$ cat src/rtl/rv32_ctrl_pkg.sv
// Shared encodings for the RV32I multi-cycle sequencer: opcodes, FSM states,
// instruction classes and datapath select codes.
package rv32_ctrl_pkg;

    localparam logic [6:0] OP_R     = 7'b0110011;
    localparam logic [6:0] OP_I     = 7'b0010011;
    localparam logic [6:0] OP_LOAD  = 7'b0000011;
    localparam logic [6:0] OP_STORE = 7'b0100011;
    localparam logic [6:0] OP_BR    = 7'b1100011;
    localparam logic [6:0] OP_JAL   = 7'b1101111;
    localparam logic [6:0] OP_JALR  = 7'b1100111;
    localparam logic [6:0] OP_LUI   = 7'b0110111;
    localparam logic [6:0] OP_AUIPC = 7'b0010111;

    typedef enum logic [2:0] {
        ST_FETCH  = 3'd0,
        ST_DECODE = 3'd1,
        ST_EXEC   = 3'd2,
        ST_MEM    = 3'd3,
        ST_WB     = 3'd4,
        ST_TRAP   = 3'd7
    } state_t;

    typedef enum logic [3:0] {
        CLS_R, CLS_I, CLS_LOAD, CLS_STORE, CLS_BR,
        CLS_JAL, CLS_JALR, CLS_LUI, CLS_AUIPC
    } cls_t;

    localparam logic [1:0] ALU_ADD  = 2'b00;
    localparam logic [1:0] ALU_BR   = 2'b01;
    localparam logic [1:0] ALU_RFN  = 2'b10;
    localparam logic [1:0] ALU_IFN  = 2'b11;

    localparam logic [1:0] PC_PLUS4 = 2'b00;
    localparam logic [1:0] PC_BR    = 2'b01;
    localparam logic [1:0] PC_IMM   = 2'b10;
    localparam logic [1:0] PC_ALU   = 2'b11;

    localparam logic [1:0] WB_ALU   = 2'b00;
    localparam logic [1:0] WB_MEM   = 2'b01;
    localparam logic [1:0] WB_IMM   = 2'b10;
    localparam logic [1:0] WB_PC4   = 2'b11;

    localparam logic [2:0] IMM_I    = 3'b000;
    localparam logic [2:0] IMM_S    = 3'b001;
    localparam logic [2:0] IMM_B    = 3'b010;
    localparam logic [2:0] IMM_U    = 3'b011;
    localparam logic [2:0] IMM_J    = 3'b100;

    // R-type has no immediate; it falls back to the I encoding.
    function automatic logic [2:0] imm_src_of(cls_t c);
        case (c)
            CLS_STORE:         return IMM_S;
            CLS_BR:            return IMM_B;
            CLS_LUI, CLS_AUIPC: return IMM_U;
            CLS_JAL:           return IMM_J;
            default:           return IMM_I;
        endcase
    endfunction

endpackage

$ cat src/rtl/ctrl_decode.sv
// Combinational opcode classifier; flags anything outside RV32I base opcodes as illegal.
module ctrl_decode
    import rv32_ctrl_pkg::*;
(
    input  logic [6:0] opcode,
    output cls_t       cls,
    output logic       legal
);

    always_comb begin
        cls   = CLS_R;
        legal = 1'b1;
        case (opcode)
            OP_R:     cls = CLS_R;
            OP_I:     cls = CLS_I;
            OP_LOAD:  cls = CLS_LOAD;
            OP_STORE: cls = CLS_STORE;
            OP_BR:    cls = CLS_BR;
            OP_JAL:   cls = CLS_JAL;
            OP_JALR:  cls = CLS_JALR;
            OP_LUI:   cls = CLS_LUI;
            OP_AUIPC: cls = CLS_AUIPC;
            default:  legal = 1'b0;
        endcase
    end

endmodule

$ cat src/rtl/multicycle_ctrl.sv
// Multi-cycle RV32I sequencer: state register, latched instruction class, memory
// watchdog and retire counter; strobes are decoded from the registered state.
module multicycle_ctrl
    import rv32_ctrl_pkg::*;
#(
    parameter int TIMEOUT_CYC = 64,
    parameter int CNT_W       = 32
) (
    input  logic             clk,
    input  logic             reset,
    input  logic [6:0]       Opcode,
    input  logic             mem_ready,
    output logic             mem_req,
    output logic             mem_is_fetch,
    output logic             ir_write,
    output logic             pc_write,
    output logic             A_Sel,
    output logic             B_Sel,
    output logic [1:0]       ALU_Op,
    output logic [1:0]       PcSrc,
    output logic             RegWrite,
    output logic             MemWrite,
    output logic [1:0]       MemtoReg,
    output logic [2:0]       ImmSrc,
    output logic             retire,
    output logic [CNT_W-1:0] retire_cnt,
    output logic             trap,
    output logic             trap_cause,
    output logic [2:0]       state_dbg
);

    localparam int WD_W = (TIMEOUT_CYC > 1) ? $clog2(TIMEOUT_CYC + 1) : 1;
    localparam logic [WD_W-1:0] WD_LAST = (TIMEOUT_CYC > 0) ? WD_W'(TIMEOUT_CYC - 1) : '0;

    state_t          state;
    cls_t            cls_q;
    cls_t            dec_cls;
    logic            dec_legal;
    logic [WD_W-1:0] wd_cnt;
    logic            mem_wait;
    logic            timeout_hit;

    ctrl_decode u_decode (
        .opcode (Opcode),
        .cls    (dec_cls),
        .legal  (dec_legal)
    );

    assign mem_wait    = ((state == ST_FETCH) || (state == ST_MEM)) && !mem_ready;
    // The cycle that would bring the wait count up to the limit is the trapping cycle.
    assign timeout_hit = (TIMEOUT_CYC != 0) && mem_wait && (wd_cnt == WD_LAST);
    assign trap        = (state == ST_TRAP);
    assign state_dbg   = state;

    always_ff @(posedge clk) begin
        if (state == ST_DECODE)
            cls_q <= dec_cls;
    end

    always_ff @(posedge clk) begin
        if (reset) begin
            state      <= ST_FETCH;
            wd_cnt     <= '0;
            retire_cnt <= '0;
            trap_cause <= 1'b0;
        end else begin
            if (mem_wait && (wd_cnt != '1))
                wd_cnt <= wd_cnt + WD_W'(1);
            else if (!mem_wait)
                wd_cnt <= '0;
            if (retire)
                retire_cnt <= retire_cnt + CNT_W'(1);
            case (state)
                ST_FETCH: begin
                    if (mem_ready)
                        state <= ST_DECODE;
                    else if (timeout_hit) begin
                        state      <= ST_TRAP;
                        trap_cause <= 1'b1;
                    end
                end
                ST_DECODE: begin
                    if (dec_legal)
                        state <= ST_EXEC;
                    else begin
                        state      <= ST_TRAP;
                        trap_cause <= 1'b0;
                    end
                end
                ST_EXEC: begin
                    if (cls_q == CLS_BR)
                        state <= ST_FETCH;
                    else if ((cls_q == CLS_LOAD) || (cls_q == CLS_STORE))
                        state <= ST_MEM;
                    else
                        state <= ST_WB;
                end
                ST_MEM: begin
                    if (mem_ready)
                        state <= (cls_q == CLS_STORE) ? ST_FETCH : ST_WB;
                    else if (timeout_hit) begin
                        state      <= ST_TRAP;
                        trap_cause <= 1'b1;
                    end
                end
                ST_WB:   state <= ST_FETCH;
                ST_TRAP: state <= ST_TRAP;
                default: state <= ST_TRAP;
            endcase
        end
    end

    // Reset forces every strobe low even while the state register still holds its old value.
    always_comb begin
        mem_req      = 1'b0;
        mem_is_fetch = 1'b0;
        ir_write     = 1'b0;
        pc_write     = 1'b0;
        A_Sel        = 1'b0;
        B_Sel        = 1'b0;
        ALU_Op       = ALU_ADD;
        PcSrc        = PC_PLUS4;
        RegWrite     = 1'b0;
        MemWrite     = 1'b0;
        MemtoReg     = WB_ALU;
        ImmSrc       = IMM_I;
        retire       = 1'b0;
        if (!reset) begin
            case (state)
                ST_FETCH: begin
                    mem_req      = 1'b1;
                    mem_is_fetch = 1'b1;
                    ir_write     = mem_ready;
                end
                ST_DECODE: begin
                    if (dec_legal)
                        ImmSrc = imm_src_of(dec_cls);
                end
                ST_EXEC: begin
                    ImmSrc = imm_src_of(cls_q);
                    case (cls_q)
                        CLS_R:     ALU_Op = ALU_RFN;
                        CLS_I: begin
                            B_Sel  = 1'b1;
                            ALU_Op = ALU_IFN;
                        end
                        CLS_LOAD, CLS_STORE, CLS_JALR: B_Sel = 1'b1;
                        CLS_AUIPC: begin
                            A_Sel = 1'b1;
                            B_Sel = 1'b1;
                        end
                        CLS_BR: begin
                            ALU_Op   = ALU_BR;
                            PcSrc    = PC_BR;
                            pc_write = 1'b1;
                            retire   = 1'b1;
                        end
                        default: ;
                    endcase
                end
                ST_MEM: begin
                    ImmSrc   = imm_src_of(cls_q);
                    mem_req  = 1'b1;
                    B_Sel    = 1'b1;
                    MemWrite = (cls_q == CLS_STORE);
                    retire   = (cls_q == CLS_STORE) && mem_ready;
                end
                ST_WB: begin
                    ImmSrc   = imm_src_of(cls_q);
                    RegWrite = 1'b1;
                    pc_write = 1'b1;
                    retire   = 1'b1;
                    case (cls_q)
                        CLS_LOAD: MemtoReg = WB_MEM;
                        CLS_LUI:  MemtoReg = WB_IMM;
                        CLS_JAL: begin
                            MemtoReg = WB_PC4;
                            PcSrc    = PC_IMM;
                        end
                        CLS_JALR: begin
                            MemtoReg = WB_PC4;
                            PcSrc    = PC_ALU;
                            B_Sel    = 1'b1;
                        end
                        default: ;
                    endcase
                end
                default: ;
            endcase
        end
    end

endmodule

$ cat config.mk
export PLATFORM = sky130hd
export DESIGN_NAME = multicycle_ctrl
export DESIGN_NICKNAME = d
export VERILOG_FILES = /design/src/rtl/rv32_ctrl_pkg.sv /design/src/rtl/ctrl_decode.sv /design/src/rtl/multicycle_ctrl.sv
export SDC_FILE = /design/constraint.sdc
export NUM_CORES = 1
export LEC_CHECK = 0
export ABC_AREA = 1
export CORE_ASPECT_RATIO = 1.1
export CORE_MARGIN = 5
export CORE_UTILIZATION = 40
export CTS_CLUSTER_SIZE = 20
export DETAILED_ROUTE_END_ITERATION = 10
export SLEW_MARGIN = 20
export SYNTH_ARGS = -nofsm -noshare
export SYNTH_HDL_FRONTEND = slang
export SYNTH_SLANG_ARGS = --single-unit
$ cat constraint.sdc
create_clock -name clk -period 2.1 [get_ports clk]
set_clock_uncertainty 0.2 [all_clocks]
set_input_delay 0.42 -clock clk [delete_from_list [all_inputs] [get_ports clk]]
set_output_delay 0.42 -clock clk [all_outputs]
set_load 0.03 [all_outputs]
---- Word level (Yosys, flattened, before mapping) ----
Cells that the tools add are included.
operators by class
  add/subtract/negate cells ............... 2
  eq/ne operators ......................... 33
  mux-type cells .......................... 53
  reduce and logical (&&, ||, !) cells .... 18
operators by type and width
  cell                   count
  $add 32x1->32 const B  1
  $pmux 4 s8             1
  $eq 4x3->1 const B     7
  $eq 7x6->1 const B     4
  $mux 3                 9
  $mux 1                 24
  $pmux 3 s4             2
  $eq 7x7->1 const B     3
  $pmux 3 s5             1
  $eq 7x5->1 const B     2
  $mux 7                 2
  $eq 4x2->1 const B     3
  $pmux 2 s3             2
  $mux 2                 5
  $reduce_or 9->1        1
  $eq 4x4->1 const B     2
  $pmux 2 s2             2
  $reduce_or 2->1        4
  $add 7x1->7 const B    1
  $eq 7x2->1 const B     1
  $ne 7x7->1 const B     1
  $eq 3x2->1 const B     2
  $eq 3x3->1 const B     2
  $pmux 1 s3             2
  15 further kinds       22
word-level totals
  register bits after elaboration ......... 47
  input bits .............................. 10
  output and inout port bits .............. 55
  logic and storage cells ................. 111

---- Logic depth before layout (Yosys ltp) ----
Gate-level depths: netlist of run 1.
  depth in word-level cells ............... 8
  mapped depth ............................ 12
  depth with buffers taken out ............ 10

---- Hierarchy ----
Synthesis of run 1 repeated with hierarchy kept, for this count alone.
unflattened totals
  cell total of the unflattened synthesis .. 572
  area, all modules ....................... 3290.7 um^2
by module, submodules not included
  module           instances  cells each  area each (um^2)  seq. area each (um^2)
  multicycle_ctrl  1          534         3114.2            980.9
  ctrl_decode      1          38          176.4             0.0

---- Worst setup path after synthesis of run 1 ----
Ideal clock, no wire load.
  path type ............................... register to output
  from .................................... register state[0] (netlist: state_dbg[0])
  to ...................................... output port MemWrite
  arrival time ............................ 1812 ps
  data required time ...................... 1480 ps
  path slack .............................. -332 ps
  cell stages (with the launch flop) ...... 5
  path buffers ............................ 0
  path through ............................ dfxtp_1 > nand2_1 > nor2_2 > inv_1 > nor4_1
on the way
  word-level cells in the longest chain between the ends .. 3
RTL lines
  item                    RTL line                text
  from (decl)             multicycle_ctrl.sv:35   state_t state;
  from (signal assigned)  multicycle_ctrl.sv:100  state <= (cls_q == CLS_STORE) ? ST_FETCH : ST_WB;
  $eq 3x2->1              multicycle_ctrl.sv:129  case (state)
  $mux 1                  multicycle_ctrl.sv:129
  $mux 1                  multicycle_ctrl.sv:128  if (!reset) begin
  to (decl)               multicycle_ctrl.sv:22   output logic MemWrite,
No other way between the ends.

---- Final worst setup path of run 1 ----
  from .................................... register cls_q[1]
  to ...................................... output port B_Sel
on the way
  word-level cells in the longest chain between the ends .. 5
  elaborated cells between the ends (all ways) .. 10
  those cells by class .................... eq/ne: 5; mux: 4; reduce/logical: 1
RTL lines
  item                                RTL line                text
  from (decl)                         multicycle_ctrl.sv:36   cls_t cls_q;
  from (signal assigned)              multicycle_ctrl.sv:57   cls_q <= dec_cls;
  $eq 4x2->1 (tied with other cells)  multicycle_ctrl.sv:141  case (cls_q)
  $reduce_or 5->1 (no source line)    n/a
  $mux 1                              multicycle_ctrl.sv:141
  $pmux 1 s3 *                        multicycle_ctrl.sv:129
  $mux 1 *                            multicycle_ctrl.sv:128
  to (decl)                           multicycle_ctrl.sv:18   output logic B_Sel,
Mark *: on every way between the ends. The rest lies on a longest branch, timed or not.

==> impl_metrics.json, run 1 <==
{
  "run_status": "finished, violations left",
  "failed_checks": "negative setup slack",
  "cp_max_fo": 3,
  "worst_slew_pin_slew_ns": 0.365,
  "flow.area_growth_from_synthesis_pct": 40.7,
  "yosys-mux-area-fraction_pct": 0,
  "synthesis.instances": 552,
  "postPlaceCellArea_um2": 4180,
  "critical_path.endpoint_type": "output pin",
  "layout.core_utilization_pct": 58.2,
  "worst_setup_path_category": "flip-flop to output pin",
  "timing.final.crit_share_pct": 109,
  "power_frac_clock_pct": 18.4,
  "remaining_drc_errors": 0,
  "floorplan.initialDensity_pct": 41.3,
  "crit_buf_inv": 2,
  "rsz0062_at_grt": "true",
  "worstReg2RegStart": "cls_q[1]",
  "htree_num_levels": 2,
  "power.total_mw": 3.23,
  "synthesis.nets": 564,
  "detail_route.wl_per_cell_um": 12.7,
  "pwr-share-seq_pct": 34.1,
  "grt_start_max_net_pins": 20,
  "setup-tns-final_ns": -1.29,
  "crit_path_top_delay_cell": "edfxtp_1",
  "setup.reg_to_reg.worst_slack_ns": 0.05,
  "insertion_delay_ns": 0.31,
  "post_synth_adder_cell_area_pct": 0.761,
  "post-route-worst-setup-slack_ns": -0.181,
  "timing.reg2reg.worst_path_depth": 16,
  "setup.worst_path.start_class": "flip-flop",
  "number_of_buffers_on_the_longest_clock_path": 2,
  "drt_iter0_markers": 128,
  "worst_path_dominant_cell_family": "flip-flops",
  "vias_after_detailed_routing": 3713,
  "cts_made_buffers": 5,
  "critical_path_depth": 7,
  "coreArea_um2": 7960,
  "layout.filler_cells": 806,
  "yosysSeqAreaShare_pct": 29.8,
  "cp.arrival_ns": 1.66,
  "switchingPower_mw": 1.38,
  "dominant_combinational_cell_family_by_area_after_synthesis": "simple AND/OR/NAND/NOR gates",
  "timing.slew.headroom_pct": 75.7,
  "antenna_violations_before_repair": 0,
  "final_common_cell": "nand2_1",
  "layout.nets": 667,
  "timing.hold.worst.class": "flip-flop to flip-flop",
  "vias_per_cell": 4.86,
  "critical_path.endpoint": "B_Sel",
  "design.portCount": 65,
  "hold_buffers": 0,
  "n_antenna_cell": 0,
  "multi_input_area_um2": 2180,
  "r2r_end": "state_dbg[2]",
  "synth.ff_latch_count": 47,
  "cts.sink_count": 47,
  "dp_hpwl_mm": 7.17,
  "data_required_time_at_the_worst_endpoint_ns": 1.48,
  "global_route.usage.total_pct": 19.6,
  "power_frac_comb_pct": 47.6,
  "grt_first_pass_wirelength_mm": 16.2,
  "cellPowerDensity_nw_per_um2": 699,
  "horizontal_die_dimension_um": 96.5,
  "maxCapViolCount": 0,
  "fraction_of_layout_instances_using_a_drive_strength_above_1_pct": 23.9,
  "crit_path_max_incr_delay_ns": 0.41,
  "floorplan.die_area_um2": 10100,
  "synthXorXnorAreaFrac_pct": 3.46,
  "setup_viols_final": 10,
  "max_clock_freq_mhz": 438,
  "yosys_warnings": 0,
  "fin_hold_ws_ns": 0.291,
  "netlist_area_um2": 3290,
  "leak_pwr_nw": 2.09,
  "critical_path.most_common_cell": "a21oi_2",
  "drt_wl_total_mm": 9.73,
  "synth-simple-area-share_pct": 45.6,
  "final-hold-violation-count": 0,
  "post_layout_nonfiller_instances": 764,
  "synth_area_per_cell_um2": 5.96,
  "number_of_pins_with_negative_max_slew_slack_in_the_final_report": 0,
  "grt_overflow": 0,
  "die_y_um": 105,
  "first_global_vias": 3578,
  "count_of_distinct_cell_types_in_the_synthesized_netlist": 30,
  "timing.critical_path.cells": "buf_4, nor2_4, nand3_2, nand4_1, a21oi_2, a21oi_2, buf_6",
  "internal_power_mw": 1.86,
  "switching_share_pct": 42.6,
  "startpoint": "cls_q[1]",
  "cts-root-buf": "clkbuf_8",
  "post_route_cell_area_um2": 4630,
  "placement_rows": 34,
  "final_cell_mix": "nand2_1 (197), nor2_1 (76), buf_4 (52), inv_1 (45), dfxtp_1 (40)",
  "final_antenna_net_count": 0,
  "clk_pin_slew_ns": 0.09,
  "pre_cts_slack_ns": -0.422,
  "place.gp.congestion": 0.925,
  "place.port_buffers": 64,
  "numPlacedInstances": 738,
  "layout.area.seq_um2": 990,
  "synth-compound-area-share_pct": 10.6,
  "cts_tree": "done",
  "vdd.ir_drop.worst_mv": 0.637,
  "number_of_search_and_repair_iterations_in_the_first_detailed_routing_pass": 5,
  "timing.final.crit_period_ns": 2.28
}
==> power groups by stage <==
stage	clock, mW	sequential, mW	combinational [mW]
2_1_floorplan	0	1.15	0.775
3_3_place_gp	0	1.08	1.27
4_1_cts	0.620	1.08	1.40
5_1_grt	0.643	1.11	1.68
6_report	0.594	1.10	1.54
3_5_place_dp	0	1.09	1.27
==> routing by layer <==
layer | vias up | routed length (um) | track usage, %
met1 | 1665 | 4100 | 22.8
met2 | 82 | 4950 | 35.2
met4 | 0 | 259 | 6.71
li1 | 1943 | - | -
met5 | - | 0 | 0
met3 | 23 | 418 | 3.52
==> layout make-up <==
| type | count | share of cell area (%) |
|---|---|---|
| Multi-Input combinational cell | 433 | 47.2 |
| Clock inverter | 2 | 0.351 |
| Sequential cell | 47 | 21.4 |
| Clock buffer | 6 | 1.78 |
| Inverter | 59 | 4.87 |
| Tap cell | 108 | 2.92 |
| Timing Repair Buffer | 109 | 21.5 |
==> cell usage after synthesis, drive strengths merged <==
library cell,instances,area [um^2]
nor4,2,12.5
inv,57,214
nand4,7,43.8
nand2,218,851
nand3,35,180
clkbuf,3,11.3
nor2,90,369
edfxtp,4,120
dfxtp,43,861
xnor2,6,52.6
ha,2,25.0
buf,10,86.3
xor2,7,61.3
o21ai,16,80.1
a41oi,1,8.76
a21oi,40,253
clkinv,2,7.51
nor3,8,45.0
a211oi,1,7.51
==> worst register-to-register path, stage by stage (launching register included) <==
cell,delay [ns]
edfxtp_1,0.41
buf_6,0.16
nand2_2,0.12
nor2_4,0.06
buf_4,0.13
buf_4,0.12
buf_4,0.12
buf_4,0.12
buf_4,0.12
buf_4,0.11
nand2_1,0.04
nand2_1,0.04
inv_1,0.05
nand2_1,0.04
nand2_1,0.05
nor2_1,0.04
nor2_1,0.07
==> state kept, by name (all words and copies together) (netlist names) <==
name        flops
cls_q           4
trap_cause      1
retire_cnt     32
wd_cnt          7
state_dbg       3
==> cell families (layout without fill, tap and decap cells) <==
| group | after synthesis | count (layout) |
|---|---|---|
| buf+inv | 72 | 176 |
| fa+ha+maj | 2 | 2 |
| flops | 47 | 47 |
| simple gates | 360 | 360 |
| xor+xnor | 13 | 13 |
| compound gates | 58 | 58 |
==> repair_timing <==
action / in CTS / in global routing
pin swaps: 10 / 9
resized for setup: 48 / 52
setup endpoints to repair: 28 / 31
buffers inserted: 15 / 3
==> worst min path at each step <==
| stage | endpoint | from | depth (start not counted) | slack, ns |
|---|---|---|---|---|
| 2_1_floorplan | wd_cnt[0] | wd_cnt[0] | 1 | 0.25 |
| 3_3_place_gp | wd_cnt[0] | wd_cnt[0] | 1 | 0.26 |
| 3_5_place_dp | wd_cnt[0] | wd_cnt[0] | 1 | 0.28 |
| 4_1_cts | wd_cnt[0] | wd_cnt[0] | 1 | 0.30 |
| 5_1_grt | wd_cnt[0] | wd_cnt[0] | 1 | 0.32 |
| 6_report | wd_cnt[0] | wd_cnt[0] | 1 | 0.29 |
(Power assumes the default switching activity.)
==> run 2, diff against run 1 <==
--- a/config.mk
+++ b/config.mk
@@ -8,9 +8,10 @@
 export ABC_AREA = 1
 export CORE_ASPECT_RATIO = 1.1
 export CORE_MARGIN = 5
-export CORE_UTILIZATION = 40
+export CORE_UTILIZATION = 45
 export CTS_CLUSTER_SIZE = 20
 export DETAILED_ROUTE_END_ITERATION = 10
+export PLACE_DENSITY = 0.71
 export SLEW_MARGIN = 20
 export SYNTH_ARGS = -nofsm -noshare
 export SYNTH_HDL_FRONTEND = slang
==> run 2 against run 1 <==
Sequential power about the same. Clock power increased by 16%. Cell count decreased by 4.1%. Total power increased by 1.1%. Sequential share of layout area increased by 0.19 points. Critical endpoint unchanged. Sequential cell count unchanged. The run still ends with negative setup slack left. Count of clock-buffer cells in the layout decreased by 1. First-iteration DRC count increased by 58%. Largest power group unchanged. Final area decreased by 0.89%. Routed wire length increased by 0.70%.
==> impl_metrics.json, run 2 (synthesized netlist as in run 1, its figures left out) <==
{
  "run_status": "finished, violations left",
  "failed_checks": "negative setup slack",
  "setup.reg_to_reg.worst_slack_ns": 0.10,
  "floorplan.die_area_um2": 9120,
  "crit_buf_inv": 3,
  "post_route_cell_area_um2": 4590,
  "insertion_delay_ns": 0.30,
  "hold_buffers": 0,
  "layout.area.seq_um2": 990,
  "design.portCount": 65,
  "maxCapViolCount": 0,
  "largest_registers": "retire_cnt x32, wd_cnt x7, cls_q x4",
  "coreArea_um2": 7090,
  "drt_iter0_markers": 202,
  "data_required_time_at_the_worst_endpoint_ns": 1.48,
  "timing.slew.headroom_pct": 76.6,
  "grt_start_max_net_pins": 31,
  "detail_route.wl_per_cell_um": 13.4,
  "timing.hold.worst.class": "flip-flop to flip-flop",
  "dp_hpwl_mm": 6.94,
  "vdd.ir_drop.worst_mv": 0.722,
  "remaining_drc_errors": 0,
  "largest-register": "retire_cnt",
  "die_y_um": 99.7,
  "cp.arrival_ns": 1.71,
  "crit_path_max_incr_delay_ns": 0.45,
  "horizontal_die_dimension_um": 91.5,
  "cts-root-buf": "clkbuf_8",
  "final_antenna_net_count": 0,
  "worst_slew_pin_slew_ns": 0.349,
  "post-route-worst-setup-slack_ns": -0.230,
  "largest_register_ffs": 32,
  "grt_overflow": 0,
  "multi_input_area_um2": 2210,
  "cts_tree": "done",
  "place.gp.congestion": 0.900,
  "crit_path_top_delay_cell": "edfxtp_1",
  "antenna_violations_before_repair": 0,
  "max_clock_freq_mhz": 429,
  "cts_made_buffers": 5,
  "pre_cts_slack_ns": -0.440,
  "n_antenna_cell": 0,
  "timing.final.crit_share_pct": 111,
  "critical_path.endpoint_type": "output pin",
  "first_global_vias": 3588,
  "cellPowerDensity_nw_per_um2": 713,
  "final_cell_mix": "nand2_1 (193), nor2_1 (77), buf_4 (43), inv_1 (42), dfxtp_1 (40)",
  "worst_path_dominant_cell_family": "buffers and inverters",
  "worst_setup_path_category": "flip-flop to output pin",
  "number_of_buffers_on_the_longest_clock_path": 2,
  "global_route.usage.total_pct": 21.0,
  "timing.critical_path.cells": "inv_2, nand4_1, inv_2, nand3_1, a21oi_2, buf_6",
  "fraction_of_layout_instances_using_a_drive_strength_above_1_pct": 25.0,
  "placement_rows": 32,
  "timing.final.crit_period_ns": 2.33,
  "setup.worst_path.start_class": "flip-flop",
  "critical_path.most_common_cell": "inv_2",
  "vias_per_cell": 5.22,
  "power.total_mw": 3.27,
  "clk_pin_slew_ns": 0.09,
  "vias_after_detailed_routing": 3827,
  "drt_wl_total_mm": 9.79,
  "place.port_buffers": 64,
  "cp_max_fo": 4,
  "cts.sink_count": 47,
  "number_of_search_and_repair_iterations_in_the_first_detailed_routing_pass": 4,
  "final-hold-violation-count": 0,
  "rsz0062_at_grt": "true",
  "number_of_pins_with_negative_max_slew_slack_in_the_final_report": 0,
  "final_common_cell": "nand2_1",
  "grt_first_pass_wirelength_mm": 16.1,
  "flow.area_growth_from_synthesis_pct": 39.4,
  "setup_viols_final": 12,
  "htree_num_levels": 2,
  "layout.nets": 659,
  "layout.filler_cells": 621,
  "postPlaceCellArea_um2": 4110,
  "floorplan.initialDensity_pct": 46.4,
  "leak_pwr_nw": 2.09
}
==> run 2: worst register-to-register path, cell delays in order (launching register included) <==
cell and delay [ns]:
edfxtp_1 0.46, buf_6 0.18, clkinv_4 0.06, nand2_4 0.05
nor2_4 0.15, nand2_4 0.09, nand2_4 0.08, nor2_4 0.06
nor2_8 0.09, buf_6 0.27, nand2_1 0.09, a21oi_1 0.15
==> run 2: layout make-up <==
type                       instances  share of cell area (%)
clock buffer                       5                    1.50
clock inverter                     3                   0.955
inverter                          59                    4.96
multi-input combinational        433                    48.1
sequential                        47                    21.6
tap                               85                    2.32
timing repair buffer             101                    20.6
==> run 2: metal layers <==
metal / vias up / global-route usage [%] / wire length [um]
li1: 1922 / - / -
met1: 1764 / 24.3 / 4090
met4: 0 / 7.77 / 331
met5: - / 0 / 0
met3: 35 / 4.39 / 479
met2: 106 / 38.1 / 4890
==> run 2: what timing repair did <==
| item | 4_1_cts | 5_1_grt |
|---|---|---|
| setup endpoints to repair | 23 | 61 |
| setup buffers | 10 | 5 |
| pin swaps | 15 | 17 |
| resized for setup | 68 | 53 |
==> run 2: through the flow <==
step | instances | TNS (ns) | utilization, % | hold slack [ns]
2_1_floorplan | 552 | 0 | - | 0.247
3_3_place_gp | 710 | -1.43 | 57.9 | 0.261
3_5_place_dp | 710 | -3.39 | 57.9 | 0.280
4_1_cts | 728 | -1.03 | 62.3 | 0.295
5_1_grt | 733 | -2.79 | 64.7 | 0.336
6_report | 733 | -1.79 | 64.7 | 0.294
==> run 2: final timing paths <==
check                               start             end  cells after the start
worst max-delay path             cls_q[0]           B_Sel                      6
worst min-delay path            wd_cnt[0]       wd_cnt[0]                      1
worst max register to register   cls_q[1]  retire_cnt[20]                     11
worst min register to register  wd_cnt[0]       wd_cnt[0]                      1
==> run 2: report_power, final <==
group	internal [mW]	switching, mW	total (mW)
clock	0.355	0.335	0.690
combinational	0.525	0.932	1.46
sequential	0.994	0.128	1.12
total	1.87	1.39	3.27
==> run 3, diff against run 2 <==
--- a/config.mk
+++ b/config.mk
@@ -8,10 +8,10 @@
 export ABC_AREA = 1
 export CORE_ASPECT_RATIO = 1.1
 export CORE_MARGIN = 5
-export CORE_UTILIZATION = 45
+export CORE_UTILIZATION = 52
 export CTS_CLUSTER_SIZE = 20
 export DETAILED_ROUTE_END_ITERATION = 10
-export PLACE_DENSITY = 0.71
+export PLACE_DENSITY = 0.8
 export SLEW_MARGIN = 20
 export SYNTH_ARGS = -nofsm -noshare
 export SYNTH_HDL_FRONTEND = slang
==> run 3 against run 2 <==
The run ends with design-rule violations, negative setup slack left. Critical path depth up 1. Global-route usage grew 3.0 points. Via count grew 2.8%. Combinational power rose by 10%. Cell count fell by 0.14%. Die area shrank 12%. Clock power increased by 2%. Hold slack gained 0.0069 ns. Routed wire length is 5.7% higher.
==> impl_metrics.json, run 3 (synthesized netlist as in run 1, its figures left out) <==
{
  "flow.area_growth_from_synthesis_pct": 42.1,
  "n_antenna_cell": 0,
  "worstHoldEndpoint": "wd_cnt[0]",
  "setup.reg_to_reg.worst_slack_ns": 0,
  "floorplan.die_area_um2": 8020,
  "htree_num_levels": 2,
  "first_global_vias": 3731,
  "vias_per_cell": 5.37,
  "final-hold-violation-count": 0,
  "grt_overflow": 0,
  "rsz0062_at_grt": "true",
  "horizontal_die_dimension_um": 85.8,
  "final_common_cell": "nand2_1",
  "dp_hpwl_mm": 6.85,
  "cts_made_buffers": 5,
  "insertion_delay_ns": 0.30,
  "vdd.ir_drop.worst_mv": 0.700,
  "grt_first_pass_wirelength_mm": 15.9,
  "timing.hold.worst.class": "flip-flop to flip-flop",
  "largest_registers": "retire_cnt x32, wd_cnt x7, cls_q x4",
  "timing.reg2reg.worst_path_depth": 14,
  "setup-tns-final_ns": -1.77,
  "r2r_end": "retire_cnt[12]",
  "coreArea_um2": 6160,
  "fin_hold_ws_ns": 0.301,
  "timing.final.crit_period_ns": 2.33,
  "design.portCount": 65,
  "cts-root-buf": "clkbuf_8",
  "antenna_violations_before_repair": 0,
  "leak_pwr_nw": 2.19,
  "critical_path.endpoint_type": "output pin",
  "worstReg2RegStart": "cls_q[1]",
  "place.gp.congestion": 0.894,
  "switchingPower_mw": 1.40,
  "switching_share_pct": 41.3,
  "power.total_mw": 3.40,
  "grt_start_max_net_pins": 31,
  "placement_rows": 30,
  "die_y_um": 93.4,
  "power_frac_comb_pct": 47.4,
  "vias_after_detailed_routing": 3933,
  "pre_cts_slack_ns": -0.435,
  "layout.nets": 663,
  "remaining_drc_errors": 1,
  "min_path_cells": 1,
  "largest_register_ffs": 32,
  "power_frac_clock_pct": 20.6,
  "drt_iter0_markers": 221,
  "setup_viols_final": 12,
  "drt_wl_total_mm": 10.3,
  "max_clock_freq_mhz": 429,
  "cellPowerDensity_nw_per_um2": 728,
  "cp.arrival_ns": 1.71,
  "hp-start": "wd_cnt[0]",
  "number_of_buffers_on_the_longest_clock_path": 2,
  "global_route.usage.total_pct": 24.0,
  "number_of_pins_with_negative_max_slew_slack_in_the_final_report": 0,
  "worst_setup_path_category": "flip-flop to output pin",
  "timing.final.crit_share_pct": 111,
  "setup.worst_path.start_class": "flip-flop",
  "final_antenna_net_count": 0,
  "maxCapViolCount": 0,
  "fraction_of_layout_instances_using_a_drive_strength_above_1_pct": 25.0,
  "worst_slew_pin_slew_ns": 0.367,
  "largest-register": "retire_cnt",
  "place.port_buffers": 64,
  "internal_power_mw": 2.00,
  "run_status": "finished, violations left",
  "cp_max_fo": 5,
  "startpoint": "cls_q[1]",
  "data_required_time_at_the_worst_endpoint_ns": 1.48,
  "cts.sink_count": 47,
  "pwr-share-seq_pct": 32.0,
  "post-route-worst-setup-slack_ns": -0.229,
  "clk_pin_slew_ns": 0.09,
  "number_of_search_and_repair_iterations_in_the_first_detailed_routing_pass": 8,
  "final_cell_mix": "nand2_1 (180), nor2_1 (78), inv_1 (48), buf_4 (46), dfxtp_1 (40)",
  "timing.slew.headroom_pct": 75.4,
  "detail_route.wl_per_cell_um": 14.1,
  "failed_checks": "design-rule violations, negative setup slack",
  "floorplan.initialDensity_pct": 53.4,
  "cts_tree": "done"
}
==> run 3: cell types whose count changed in the layout (fill, tap and decap cells not counted), sizes merged <==
cell,delta
clkdlybuf4s15,-1
dlymetal6s2s,+3
clkbuf,+1
clkinv,-1
buf,+2
==> run 3: cell type report <==
type                    instances  area [um^2]
inverters                      59          230
flip-flops and latches         47          987
well taps                      80          100
clock buffers                   6         82.6
fillers                       490         1480
multi-input cells             433         2220
clock inverters                 2         35.0
repair buffers                105         1020
==> run 3: worst max path at each step <==
stage,slack [ns],endpoint
after floorplan,0.002,ir_write
after global placement,-0.34,ImmSrc[1]
after detailed placement,-0.43,ImmSrc[1]
after CTS,-0.15,MemtoReg[0]
after global routing,-0.27,retire
final,-0.23,PcSrc[0]
==> run 3: timing repair <==
action,4_1_cts,5_1_grt
pin swaps,12,4
resized for setup,50,61
hold buffers,0,0
setup buffers,12,6
gates cloned,0,3
setup endpoints to repair,18,67
==> run 3: worst max-delay path, stage by stage, from the launching register on <==
cell	delay, ns
edfxtp_1	0.47
buf_6	0.18
clkinv_4	0.05
nand2_4	0.05
nor2_4	0.14
nand2_2	0.09
a21oi_1	0.23
buf_4	0.20
==> run 3: routing by layer <==
metal | routed length, um | up-vias | global-route usage, %
li1 | - | 1939 | -
met1 | 3890 | 1758 | 25.0
met2 | 5210 | 185 | 45.7
met3 | 712 | 51 | 4.58
met4 | 533 | 0 | 11.2
met5 | 0 | - | 0
==> run 3: metrics by stage <==
stage	cells	utilization (%)	cell area [um^2]
after detailed placement	704	66.5	4090
after global placement	704	66.5	4090
after floorplan	552	-	3330
after global routing	732	76.0	4680
final	732	76.0	4680
after CTS	724	71.5	4400
==> run 3: power groups by stage <==
stage	Sequential, mW	Clock, mW	Combinational, mW
final	1.09	0.703	1.61
after global routing	1.10	0.753	1.72
after CTS	1.08	0.717	1.38
after detailed placement	1.09	0	1.21
after global placement	1.09	0	1.19
after floorplan	1.15	0	0.775
